===== config.mk =====
export PLATFORM = sky130hd
export DESIGN_NAME = mc_ctrl
export DESIGN_NICKNAME = d
export VERILOG_FILES = /design/src/rtl/mc_ctrl.sv
export SDC_FILE = /design/constraint.sdc
export NUM_CORES = 1
export LEC_CHECK = 0
export CAP_MARGIN = 20
export CORE_MARGIN = 4
export CORE_UTILIZATION = 39
export CTS_CLUSTER_DIAMETER = 50
export DETAILED_ROUTE_END_ITERATION = 6
export HOLD_SLACK_MARGIN = 0.02
export PLACE_DENSITY = 0.89
export SLEW_MARGIN = 20
export SYNTH_ARGS = -nofsm -noshare
export SYNTH_HDL_FRONTEND = slang
export SYNTH_SLANG_ARGS = --single-unit

===== constraint.sdc =====
create_clock -name Clock -period 2 [get_ports Clock]
set_input_delay 0.4 -clock Clock [delete_from_list [all_inputs] [get_ports Clock]]
set_output_delay 0.4 -clock Clock [all_outputs]
set_load 0.005 [all_outputs]

===== src/rtl/mc_ctrl.sv =====
// mc_ctrl: multi-cycle main controller for the MIPS core.
// Sequences FETCH/DECODE/EXEC/MEM/WB one instruction at a time and drives
// every datapath enable and mux select from the state and the current IR fields.
// Ports:
//   Clock, Reset                 rising-edge clock, async active-high reset
//   Opcode, Funct                IR[31:26], IR[5:0]
//   Zero                         ALU zero flag (used in EXEC for beq)
//   MemReady                     data-memory completion handshake (sampled in MEM)
//   PCWrite, PCSrc, IRWrite      fetch-stage controls
//   RegWrite, RegDst, WDSel      register-file write controls
//   ALUOp, ALUSrc, ExtOp         ALU controls
//   MemRead, MemWrite            data-memory requests
//   MemFault                     sticky MEM-timeout flag
//   State                        current FSM state
//   RetireCnt                    retired-instruction count (only with MC_CTRL_RETIRE_CNT_EN)
// Optional feature macro: MC_CTRL_RETIRE_CNT_EN
module mc_ctrl #(
  parameter int unsigned MEM_TIMEOUT = 15
) (
  input  logic        Clock,
  input  logic        Reset,
  input  logic [5:0]  Opcode,
  input  logic [5:0]  Funct,
  input  logic        Zero,
  input  logic        MemReady,
  output logic        PCWrite,
  output logic [1:0]  PCSrc,
  output logic        IRWrite,
  output logic        RegWrite,
  output logic [1:0]  RegDst,
  output logic [1:0]  WDSel,
  output logic [2:0]  ALUOp,
  output logic        ALUSrc,
  output logic        ExtOp,
  output logic        MemRead,
  output logic        MemWrite,
  output logic        MemFault,
  output logic [2:0]  State
`ifdef MC_CTRL_RETIRE_CNT_EN
  ,
  output logic [31:0] RetireCnt
`endif
);

  localparam int unsigned CNT_W = 4;
  localparam logic [CNT_W-1:0] CNT_LAST = CNT_W'(MEM_TIMEOUT - 1);

  localparam logic [5:0] OP_SPECIAL = 6'h00;
  localparam logic [5:0] OP_J       = 6'h02;
  localparam logic [5:0] OP_JAL     = 6'h03;
  localparam logic [5:0] OP_BEQ     = 6'h04;
  localparam logic [5:0] OP_ORI     = 6'h0d;
  localparam logic [5:0] OP_LUI     = 6'h0f;
  localparam logic [5:0] OP_LW      = 6'h23;
  localparam logic [5:0] OP_SW      = 6'h2b;
  localparam logic [5:0] FN_JR      = 6'h08;
  localparam logic [5:0] FN_ADDU    = 6'h21;
  localparam logic [5:0] FN_SUBU    = 6'h23;

  localparam logic [1:0] PC_SEQ = 2'd0, PC_BR = 2'd1, PC_JMP = 2'd2, PC_REG = 2'd3;
  localparam logic [1:0] DST_RT = 2'd0, DST_RD = 2'd1, DST_RA = 2'd2;
  localparam logic [1:0] WD_ALU = 2'd0, WD_MEM = 2'd1, WD_PC = 2'd2;
  localparam logic [2:0] ALU_ADD = 3'd0, ALU_SUB = 3'd1, ALU_OR = 3'd2, ALU_LUI = 3'd3;

  typedef enum logic [2:0] {
    S_FETCH  = 3'd0,
    S_DECODE = 3'd1,
    S_EXEC   = 3'd2,
    S_MEM    = 3'd3,
    S_WB     = 3'd4
  } state_t;

  state_t           state, state_nxt;
  logic [CNT_W-1:0] wait_cnt;
  logic             mem_fault;
  logic             mem_timeout;

  logic       pc_write, ir_write, reg_write, alu_src, ext_op, mem_read, mem_write;
  logic [1:0] pc_src, reg_dst, wd_sel;
  logic [2:0] alu_op;

  // Instruction decode from the held IR fields
  logic is_addu, is_subu, is_jr, is_j, is_jal, is_beq, is_ori, is_lui, is_lw, is_sw;
  logic is_rtype, is_mem, goes_exec;

  assign is_addu   = (Opcode == OP_SPECIAL) && (Funct == FN_ADDU);
  assign is_subu   = (Opcode == OP_SPECIAL) && (Funct == FN_SUBU);
  assign is_jr     = (Opcode == OP_SPECIAL) && (Funct == FN_JR);
  assign is_j      = (Opcode == OP_J);
  assign is_jal    = (Opcode == OP_JAL);
  assign is_beq    = (Opcode == OP_BEQ);
  assign is_ori    = (Opcode == OP_ORI);
  assign is_lui    = (Opcode == OP_LUI);
  assign is_lw     = (Opcode == OP_LW);
  assign is_sw     = (Opcode == OP_SW);
  assign is_rtype  = is_addu || is_subu;
  assign is_mem    = is_lw || is_sw;
  assign goes_exec = is_rtype || is_ori || is_lui || is_mem || is_beq;

  // MemReady in the same cycle overrides the timeout
  assign mem_timeout = (state == S_MEM) && !MemReady && (wait_cnt == CNT_LAST);

  // State, wait counter and sticky fault
  always_ff @(posedge Clock or posedge Reset) begin
    if (Reset) begin
      state     <= S_FETCH;
      wait_cnt  <= '0;
      mem_fault <= 1'b0;
    end else begin
      state <= state_nxt;
      if ((state == S_MEM) && !MemReady && !mem_timeout) begin
        wait_cnt <= wait_cnt + CNT_W'(1);
      end else begin
        wait_cnt <= '0;
      end
      if (mem_timeout) begin
        mem_fault <= 1'b1;
      end
    end
  end

  // Next state and per-state controls
  always_comb begin
    state_nxt = state;
    pc_write  = 1'b0;
    pc_src    = PC_SEQ;
    ir_write  = 1'b0;
    reg_write = 1'b0;
    reg_dst   = DST_RT;
    wd_sel    = WD_ALU;
    alu_op    = ALU_ADD;
    alu_src   = 1'b0;
    ext_op    = 1'b0;
    mem_read  = 1'b0;
    mem_write = 1'b0;
    case (state)
      S_FETCH: begin
        ir_write  = 1'b1;
        pc_write  = 1'b1;
        pc_src    = PC_SEQ;
        state_nxt = S_DECODE;
      end
      S_DECODE: begin
        state_nxt = goes_exec ? S_EXEC : S_FETCH;
        if (is_j) begin
          pc_write = 1'b1;
          pc_src   = PC_JMP;
        end else if (is_jr) begin
          pc_write = 1'b1;
          pc_src   = PC_REG;
        end else if (is_jal) begin
          pc_write  = 1'b1;
          pc_src    = PC_JMP;
          reg_write = 1'b1;
          reg_dst   = DST_RA;
          wd_sel    = WD_PC;
        end
      end
      S_EXEC: begin
        state_nxt = S_WB;
        if (is_rtype) begin
          alu_op = is_subu ? ALU_SUB : ALU_ADD;
        end else if (is_ori) begin
          alu_op  = ALU_OR;
          alu_src = 1'b1;
        end else if (is_lui) begin
          alu_op  = ALU_LUI;
          alu_src = 1'b1;
        end else if (is_mem) begin
          alu_src   = 1'b1;
          ext_op    = 1'b1;
          state_nxt = S_MEM;
        end else if (is_beq) begin
          alu_op    = ALU_SUB;
          pc_write  = Zero;
          pc_src    = PC_BR;
          state_nxt = S_FETCH;
        end else begin
          state_nxt = S_FETCH;
        end
      end
      S_MEM: begin
        mem_read  = is_lw;
        mem_write = is_sw;
        if (MemReady) begin
          state_nxt = is_lw ? S_WB : S_FETCH;
        end else if (mem_timeout) begin
          state_nxt = S_FETCH;
        end
      end
      S_WB: begin
        reg_write = 1'b1;
        reg_dst   = is_rtype ? DST_RD : DST_RT;
        wd_sel    = is_lw ? WD_MEM : WD_ALU;
        state_nxt = S_FETCH;
      end
      default: state_nxt = S_FETCH;
    endcase
  end

  // Enables drop asynchronously while Reset is held
  assign PCWrite  = Reset ? 1'b0 : pc_write;
  assign PCSrc    = Reset ? 2'd0 : pc_src;
  assign IRWrite  = Reset ? 1'b0 : ir_write;
  assign RegWrite = Reset ? 1'b0 : reg_write;
  assign RegDst   = Reset ? 2'd0 : reg_dst;
  assign WDSel    = Reset ? 2'd0 : wd_sel;
  assign ALUOp    = Reset ? 3'd0 : alu_op;
  assign ALUSrc   = Reset ? 1'b0 : alu_src;
  assign ExtOp    = Reset ? 1'b0 : ext_op;
  assign MemRead  = Reset ? 1'b0 : mem_read;
  assign MemWrite = Reset ? 1'b0 : mem_write;
  assign MemFault = mem_fault;
  assign State    = state;

`ifdef MC_CTRL_RETIRE_CNT_EN
  // An instruction retires on the cycle that hands control back to FETCH
  logic        retire;
  logic [31:0] retire_cnt;

  assign retire = (state != S_FETCH) && (state_nxt == S_FETCH);

  always_ff @(posedge Clock or posedge Reset) begin
    if (Reset) begin
      retire_cnt <= '0;
    end else if (retire) begin
      retire_cnt <= retire_cnt + 32'd1;
    end
  end

  assign RetireCnt = retire_cnt;
`endif

endmodule

==> out/results.txt, run 1 <==
Post-route minimum period: 2.17 ns
Area Growth Syn to Fin: 89.7%
Final HPWL DP: 1.79 mm
IO Port Bufs: 34
CTS H-tree depth: 1
FF-to-FF End: wait_cnt[3]
Final Hold Viols: 0
Setup TNS: -1.05 ns
GR Util met2: 0.400
Pwr per Cell Area: 459 nW/um^2
Met1 usage: 0.200
Top cells by area, synth: dfrtp_1 (28%), nor2_1 (5.8%), nor3_1 (4.2%)
Die area: 2580 sq um
Clock latency on the worst-skew pair: 0.25 ns
Critical path startpoint category: input pin
Period utilization: 1.09
Crit path max fanout: 4
Outcome: complete, but fails checks
CTS Root Cell: clkbuf_4
Detailed Route Iter0 Violations: 29
Mapped cell area: 714 sq um
Distinct cells, synth: 35
Layout net count: 169
Worst Path Required: 1.60 ns
M3 GR Usage: 0.0564
Chip width: 50.8 um
CORE AREA: 1730 sq um
Initial Utilization: 0.414
RSZ-0062 raised after global routing: true
Pre-CTS setup slack: -0.802 ns
Crit path max-delay family: simple AND/OR/NAND/NOR gates
Multiplexer share of the synthesized area: 0.0140
Synth Area in XOR/XNOR: 0.0245
Rows: 15
Die Ht: 50.8 um
Crit path DAT: 1.77 ns
Area leader, netlist: dfrtp_1
Gr ovfl total: 0
Crit path buf inv count: 3
Drt first pass iters: 4
Largest family of logic cells by synthesized area: simple AND/OR/NAND/NOR gates
Total CTS buffers: 3
Maximum clock path buffer count: 2
Sequential fraction of the synthesis area: 0.280
Vias per cell: 5.64
CP Depth: 7
Synth Area per Inst: 8.03 sq um
Worst path max stage delay: 0.57 ns
Vias in the first global route: 1,011
Placer Congestion: 0.822
Largest net degree at the start of global routing: 9
Initial antenna violation count: 0
GR peak layer: met2
CTS tree: built
Synthesized instance count: 89
Critical Path Sink: RegDst[1]
Routed via count: 982
Clk sinks: 8
VDD IR-drop max: 313 uV
Worst-path cell chain: buf_6 -> or4_4 -> buf_4 -> nor2_4 -> nand3_4 -> nor2_2 -> clkdlybuf4s15_1
Synthesis-stage register bit count: 8
Final number of setup-violating endpoints: 12
Final Worst Setup Slack: -0.171 ns
Detailed Route WL: 2.73 mm
Worst r2r src: State[2]
DR DRC count: 0
Maximum capacitance violations: 0
Diode count: 0
Fill count: 102
Max Slew Vio Count: 0
Layout cells sized above 1: 0.544
Critical-path top delay cell: or4_4
Lkg Pwr: 0.628 nW
Post-synthesis adder-cell area fraction: 0.0350
Mapped Nets: 107
R2R depth: 5
Finished Cell Area: 1360 sq um
DR WL/cell: 15.7 um
R2R setup slack: 0.63 ns
Kind of critical path: input pin to primary output
IO Pins: 36
Clock transition at the registers of the reported paths: 0.05 ns
Class of the worst hold path: input pin to async pin
Worst setup EP type: primary output
Skew final: 0.00412 ns
Global-route wire length before repair: 4.13 mm
Fmax: 0.461 GHz
Post-route ant nets: 0
Failing checks: negative setup slack
Post-DP Area: 1210 sq um
Simple-Gate Fraction of Synth Area: 0.448
Warnings, synthesis: 0
Critical Path Start: Opcode[3]
Synth Area in Compound Gates: 0.109
Gr usage total: 0.206
Synth top area share: 0.280
-- cells in the mapped netlist --
| cell | count |
|---|---|
| a211o_1 | 1 |
| a211oi_1 | 1 |
| a21oi_1 | 3 |
| a41o_1 | 1 |
| and2_1 | 1 |
| and3_2 | 2 |
| buf_4 | 2 |
| buf_6 | 2 |
| clkbuf_1 | 4 |
| conb_1 | 1 |
| dfrtp_1 | 8 |
| ha_1 | 2 |
| inv_1 | 2 |
| mux2i_1 | 1 |
| nand2_1 | 7 |
| nand2_2 | 1 |
| nand2b_1 | 2 |
| nand3_1 | 5 |
| nand3b_1 | 4 |
| nand4_1 | 1 |
| nor2_1 | 11 |
| nor3_1 | 6 |
| nor3b_1 | 3 |
| nor3b_2 | 1 |
| nor3b_4 | 1 |
| nor4_1 | 4 |
| nor4b_1 | 2 |
| o21a_1 | 1 |
| o21ai_0 | 3 |
| o22ai_1 | 1 |
| o31ai_1 | 1 |
| or4_4 | 1 |
| or4b_4 | 1 |
| xnor2_1 | 1 |
| xor2_1 | 1 |
-- timing repair --
action                     in CTS  in global routing
setup endpoints to repair      15                 13
pin swaps                      15                  7
hold buffers                    0                  0
setup buffers                   4                  5
resized for setup              94                 17
-- through the flow --
stage / util / hold slack, ns / instances / power, mW
2_1_floorplan: - / 0.424 / 89 / 0.300
3_3_place_gp: 0.699 / 0.457 / 163 / 0.460
3_5_place_dp: 0.699 / 0.472 / 163 / 0.465
4_1_cts: 0.742 / 0.481 / 169 / 0.590
5_1_grt: 0.785 / 0.342 / 174 / 0.653
6_report: 0.785 / 0.308 / 174 / 0.622
-- report_power, final --
group	total, mW	switching (mW)	internal (mW)
registers	0.199	0.0238	0.175
logic	0.299	0.135	0.164
clock network	0.123	0.0546	0.0686
total	0.622	0.213	0.408
-- worst reg2reg max path: stages (launching register included) --
cell,delay (ns)
dfrtp_1,0.43
nand3b_1,0.25
buf_4,0.18
nor2_1,0.16
nand2_1,0.17
nor2_1,0.13
-- how the worst min path moves through the flow --
stage	startpoint	end
floorplan	Reset	MemFault
global placement	MemFault	MemFault
detailed placement	MemFault	MemFault
CTS	MemFault	MemFault
global route	Reset	wait_cnt[0]
finish	Reset	MemFault
-- layer usage --
| metal | vias up | share of wire |
|---|---|---|
| met3 | 8 | 0.10 |
| met2 | 67 | 0.53 |
| met5 | - | 0 |
| li1 | 441 | - |
| met4 | 0 | 0.019 |
| met1 | 466 | 0.35 |
-- placed cells by master, fill, tap and decap left out, types with 2 or more instances in the layout --
cell,instances
nor2_1,7
clkdlybuf4s15_2,2
ha_1,2
buf_6,3
dfrtp_1,8
clkdlybuf4s50_1,6
and3_2,2
nand2_1,6
nand3b_1,4
nor3_2,4
nand3_1,4
clkbuf_4,3
o21ai_0,3
nor3b_2,2
buf_2,13
inv_1,2
clkbuf_2,3
nor4_2,2
nand2_2,2
nand2b_1,2
buf_4,29
nor2_2,3
nor3b_1,2
dlygate4sd2_1,7
-- cell type report --
type,count,area (sq um),area share
Clock buffer,3,22.5,0.0166
Inverter,2,7.51,0.00554
Multi-Input combinational cell,71,596,0.440
Sequential cell,8,200,0.148
Tap cell,25,31.3,0.0231
Timing Repair Buffer,65,498,0.367
-- state kept, by name, summed over array words and instances (netlist names) --
signal,cells
MemFault,1
State,3
wait_cnt,4
-- kinds of logic (layout without fill, tap and decap cells) --
kind of cell	after synthesis	count (layout)
AO/OA/AOI/OAI	12	12
AND/OR/NAND/NOR	53	53
multiplexers	1	1
adder cells (fa/ha/maj)	2	2
XOR/XNOR	2	2
buffers and inverters	10	70
other	1	1
flip-flops	8	8
(Power assumes the default switching activity.)
==> inputs of run 2 (changes only) <==
CAP_MARGIN = 10   (was 20)
CORE_MARGIN = 10   (was 4)
==> out/results.txt, run 2 (synthesized netlist as in run 1, its figures left out) <==
Outcome: complete, but fails checks
Failing checks: negative setup slack
Crit path top cell by count: buf_6
Vias per cell: 5.57 (-1.3%)
CORE AREA: 1730 sq um (unchanged)
Worst path max stage delay: 0.58 ns (about the same)
Max reg flops: 4 (unchanged)
Maximum clock path buffer count: 2 (unchanged)
Placed insts: 163 (unchanged)
Worst Path Required: 1.60 ns (about the same)
CTS Root Cell: clkbuf_4
GR Util met2: 0.235 (-0.165)
R2R setup slack: 0.57 ns (-0.06 ns)
Chip width: 62.8 um (+24%)
DR DRC count: 0 (unchanged)
Detailed Route WL: 3.05 mm (+12%)
Worst-path cell chain: buf_6 -> or4_4 -> buf_4 -> nor2_4 -> nand3_2 -> buf_6 -> o22ai_2 -> buf_2
Commonest non-fill, non-tap cells in the layout: buf_4 (29), buf_2 (16), nor2_1 (9)
Critical-path top delay cell: or4_4
FF-to-FF End: wait_cnt[2]
Final number of setup-violating endpoints: 12 (unchanged)
Detailed Route Iter0 Violations: 38 (+31%)
Cts hold-fix bufs: 0 (unchanged)
Largest net degree at the start of global routing: 9 (unchanged)
IO Port Bufs: 34 (unchanged)
IO Pins: 36 (unchanged)
DR WL/cell: 17.2 um (+10%)
Diode count: 0 (unchanged)
Initial Utilization: 0.414 (unchanged)
Kind of critical path: input pin to primary output
GR peak layer: met2
Clk sinks: 8 (unchanged)
Maximum capacitance violations: 0 (unchanged)
Worst r2r src: State[0]
Clock latency on the worst-skew pair: 0.25 ns (about the same)
Pre-CTS setup slack: -0.804 ns (-0.00176 ns)
Global-route wire length before repair: 4.57 mm (+11%)
Total CTS buffers: 3 (unchanged)
Die area: 3940 sq um (+53%)
Placer Congestion: 0.890 (+8.2%)
Crit path DAT: 1.81 ns (+0.04 ns)
Critical Path Sink: PCSrc[0]
Lkg Pwr: 0.652 nW (+3.9%)
Final Hold Viols: 0 (unchanged)
CTS tree: built
Gr usage total: 0.136 (-0.0703)
Class of the worst hold path: flip-flop to flip-flop
Final Worst Setup Slack: -0.214 ns (-0.0429 ns)
Layout net count: 172 (+1.8%)
Commonest non-fill, non-tap cell in the layout: buf_4
Final HPWL DP: 2.05 mm (+15%)
R2R depth: 6 (+1)
Met1 usage: 0.141 (-0.0594)
Rows: 15 (unchanged)
Post-route ant nets: 0 (unchanged)
Post-route minimum period: 2.21 ns (+0.0429 ns)
Initial antenna violation count: 0 (unchanged)
Crit path max fanout: 4 (unchanged)
Skew final: 0.00633 ns (+0.00221 ns)
Layout cells sized above 1: 0.526 (-0.0173)
Critical path startpoint category: input pin
Routed via count: 986 (+0.41%)
Vias in the first global route: 1,004 (-0.69%)
Largest reg by FF count: wait_cnt
Gr ovfl total: 0 (unchanged)
Critical Path Start: Opcode[2]
CTS H-tree depth: 1 (unchanged)
Fmax: 0.452 GHz (-1.9%)
Worst setup EP type: primary output
VDD IR-drop max: 307 uV (-1.9%)
Die Ht: 62.8 um (+24%)
Area Growth Syn to Fin: 91.8%
Pwr per Cell Area: 435 nW/um^2 (-5.2%)
Clock transition at the registers of the reported paths: 0.05 ns (about the same)
Non-filler cells, final: 177 (+1.7%)
Period utilization: 1.11 (+0.0215)
Drt first pass iters: 4 (unchanged)
RSZ-0062 raised after global routing: true
M3 GR Usage: 0.0591 (+0.00276)
Max Slew Vio Count: 0 (unchanged)
## run 2: cell count changes in the layout (fill, tap and decap cells not counted), sizes merged
| cell | before | now |
|---|---|---|
| buf | 45 | 52 |
| clkbuf | 6 | 4 |
| clkdlybuf4s15 | 3 | 1 |
| clkdlybuf4s50 | 6 | 7 |
| dlygate4sd2 | 7 | 5 |
| dlymetal6s2s | 1 | 2 |
## run 2: layout make-up
type	count	area, sq um
multi-input cells	71	577
repair buffers	68	532
fillers	121	357
flip-flops and latches	8	200
well taps	25	31.3
clock buffers	3	22.5
inverters	2	7.51
## run 2: critical path, delay by kind of cell
| kind | cells | cell delay [ns] |
|---|---|---|
| buf+inv | 4 | 0.55 |
| compound gates | 1 | 0.08 |
| simple gates | 3 | 0.78 |
## run 2: stage by stage
stage          instance area [sq um]   util  setup TNS [ns]  power [mW]  hold slack, ns
2_1_floorplan                    714      -               0       0.300           0.424
3_3_place_gp                    1210  0.699          -10.41       0.451           0.452
3_5_place_dp                    1210  0.699          -10.81       0.462           0.488
4_1_cts                         1300  0.754          -0.993       0.590           0.498
5_1_grt                         1370  0.793           -2.43       0.634           0.508
6_report                        1370  0.793           -1.76       0.596           0.488
## run 2: worst min-delay path by stage
stage               slack (ns)  depth (start not counted)           to   startpoint
finish                    0.49                          1     MemFault     MemFault
global route              0.51                          1     MemFault     MemFault
CTS                       0.50                          1  wait_cnt[0]  wait_cnt[0]
detailed placement        0.49                          1     MemFault     MemFault
global placement          0.45                          1     MemFault     MemFault
floorplan                 0.42                          2     MemFault        Reset
## run 2: timing repair
item / CTS / global route
setup buffers: 5 / 6
endpoints found under the setup margin: 15 / 13
pin swaps: 16 / 7
resized for setup: 102 / 12
## run 2: report_power, final
group	internal [mW]	switching [mW]	leakage [nW]
Combinational	0.150	0.134	0.529
Clock	0.0685	0.0524	0.0138
Sequential	0.175	0.0147	0.109
## run 2: routing by layer
layer | vias to the layer above | routed length (um) | share of wire
met3 | 12 | 313 | 0.10
met5 | - | 0 | 0
met1 | 463 | 1140 | 0.37
li1 | 446 | - | -
met4 | 0 | 116 | 0.038
met2 | 65 | 1480 | 0.48
==> inputs of run 3 (changes only) <==
SLEW_MARGIN = unset   (was 20)
==> results of run 3 <==
The final DEF is identical to that of run 2; final timing and power are the same.
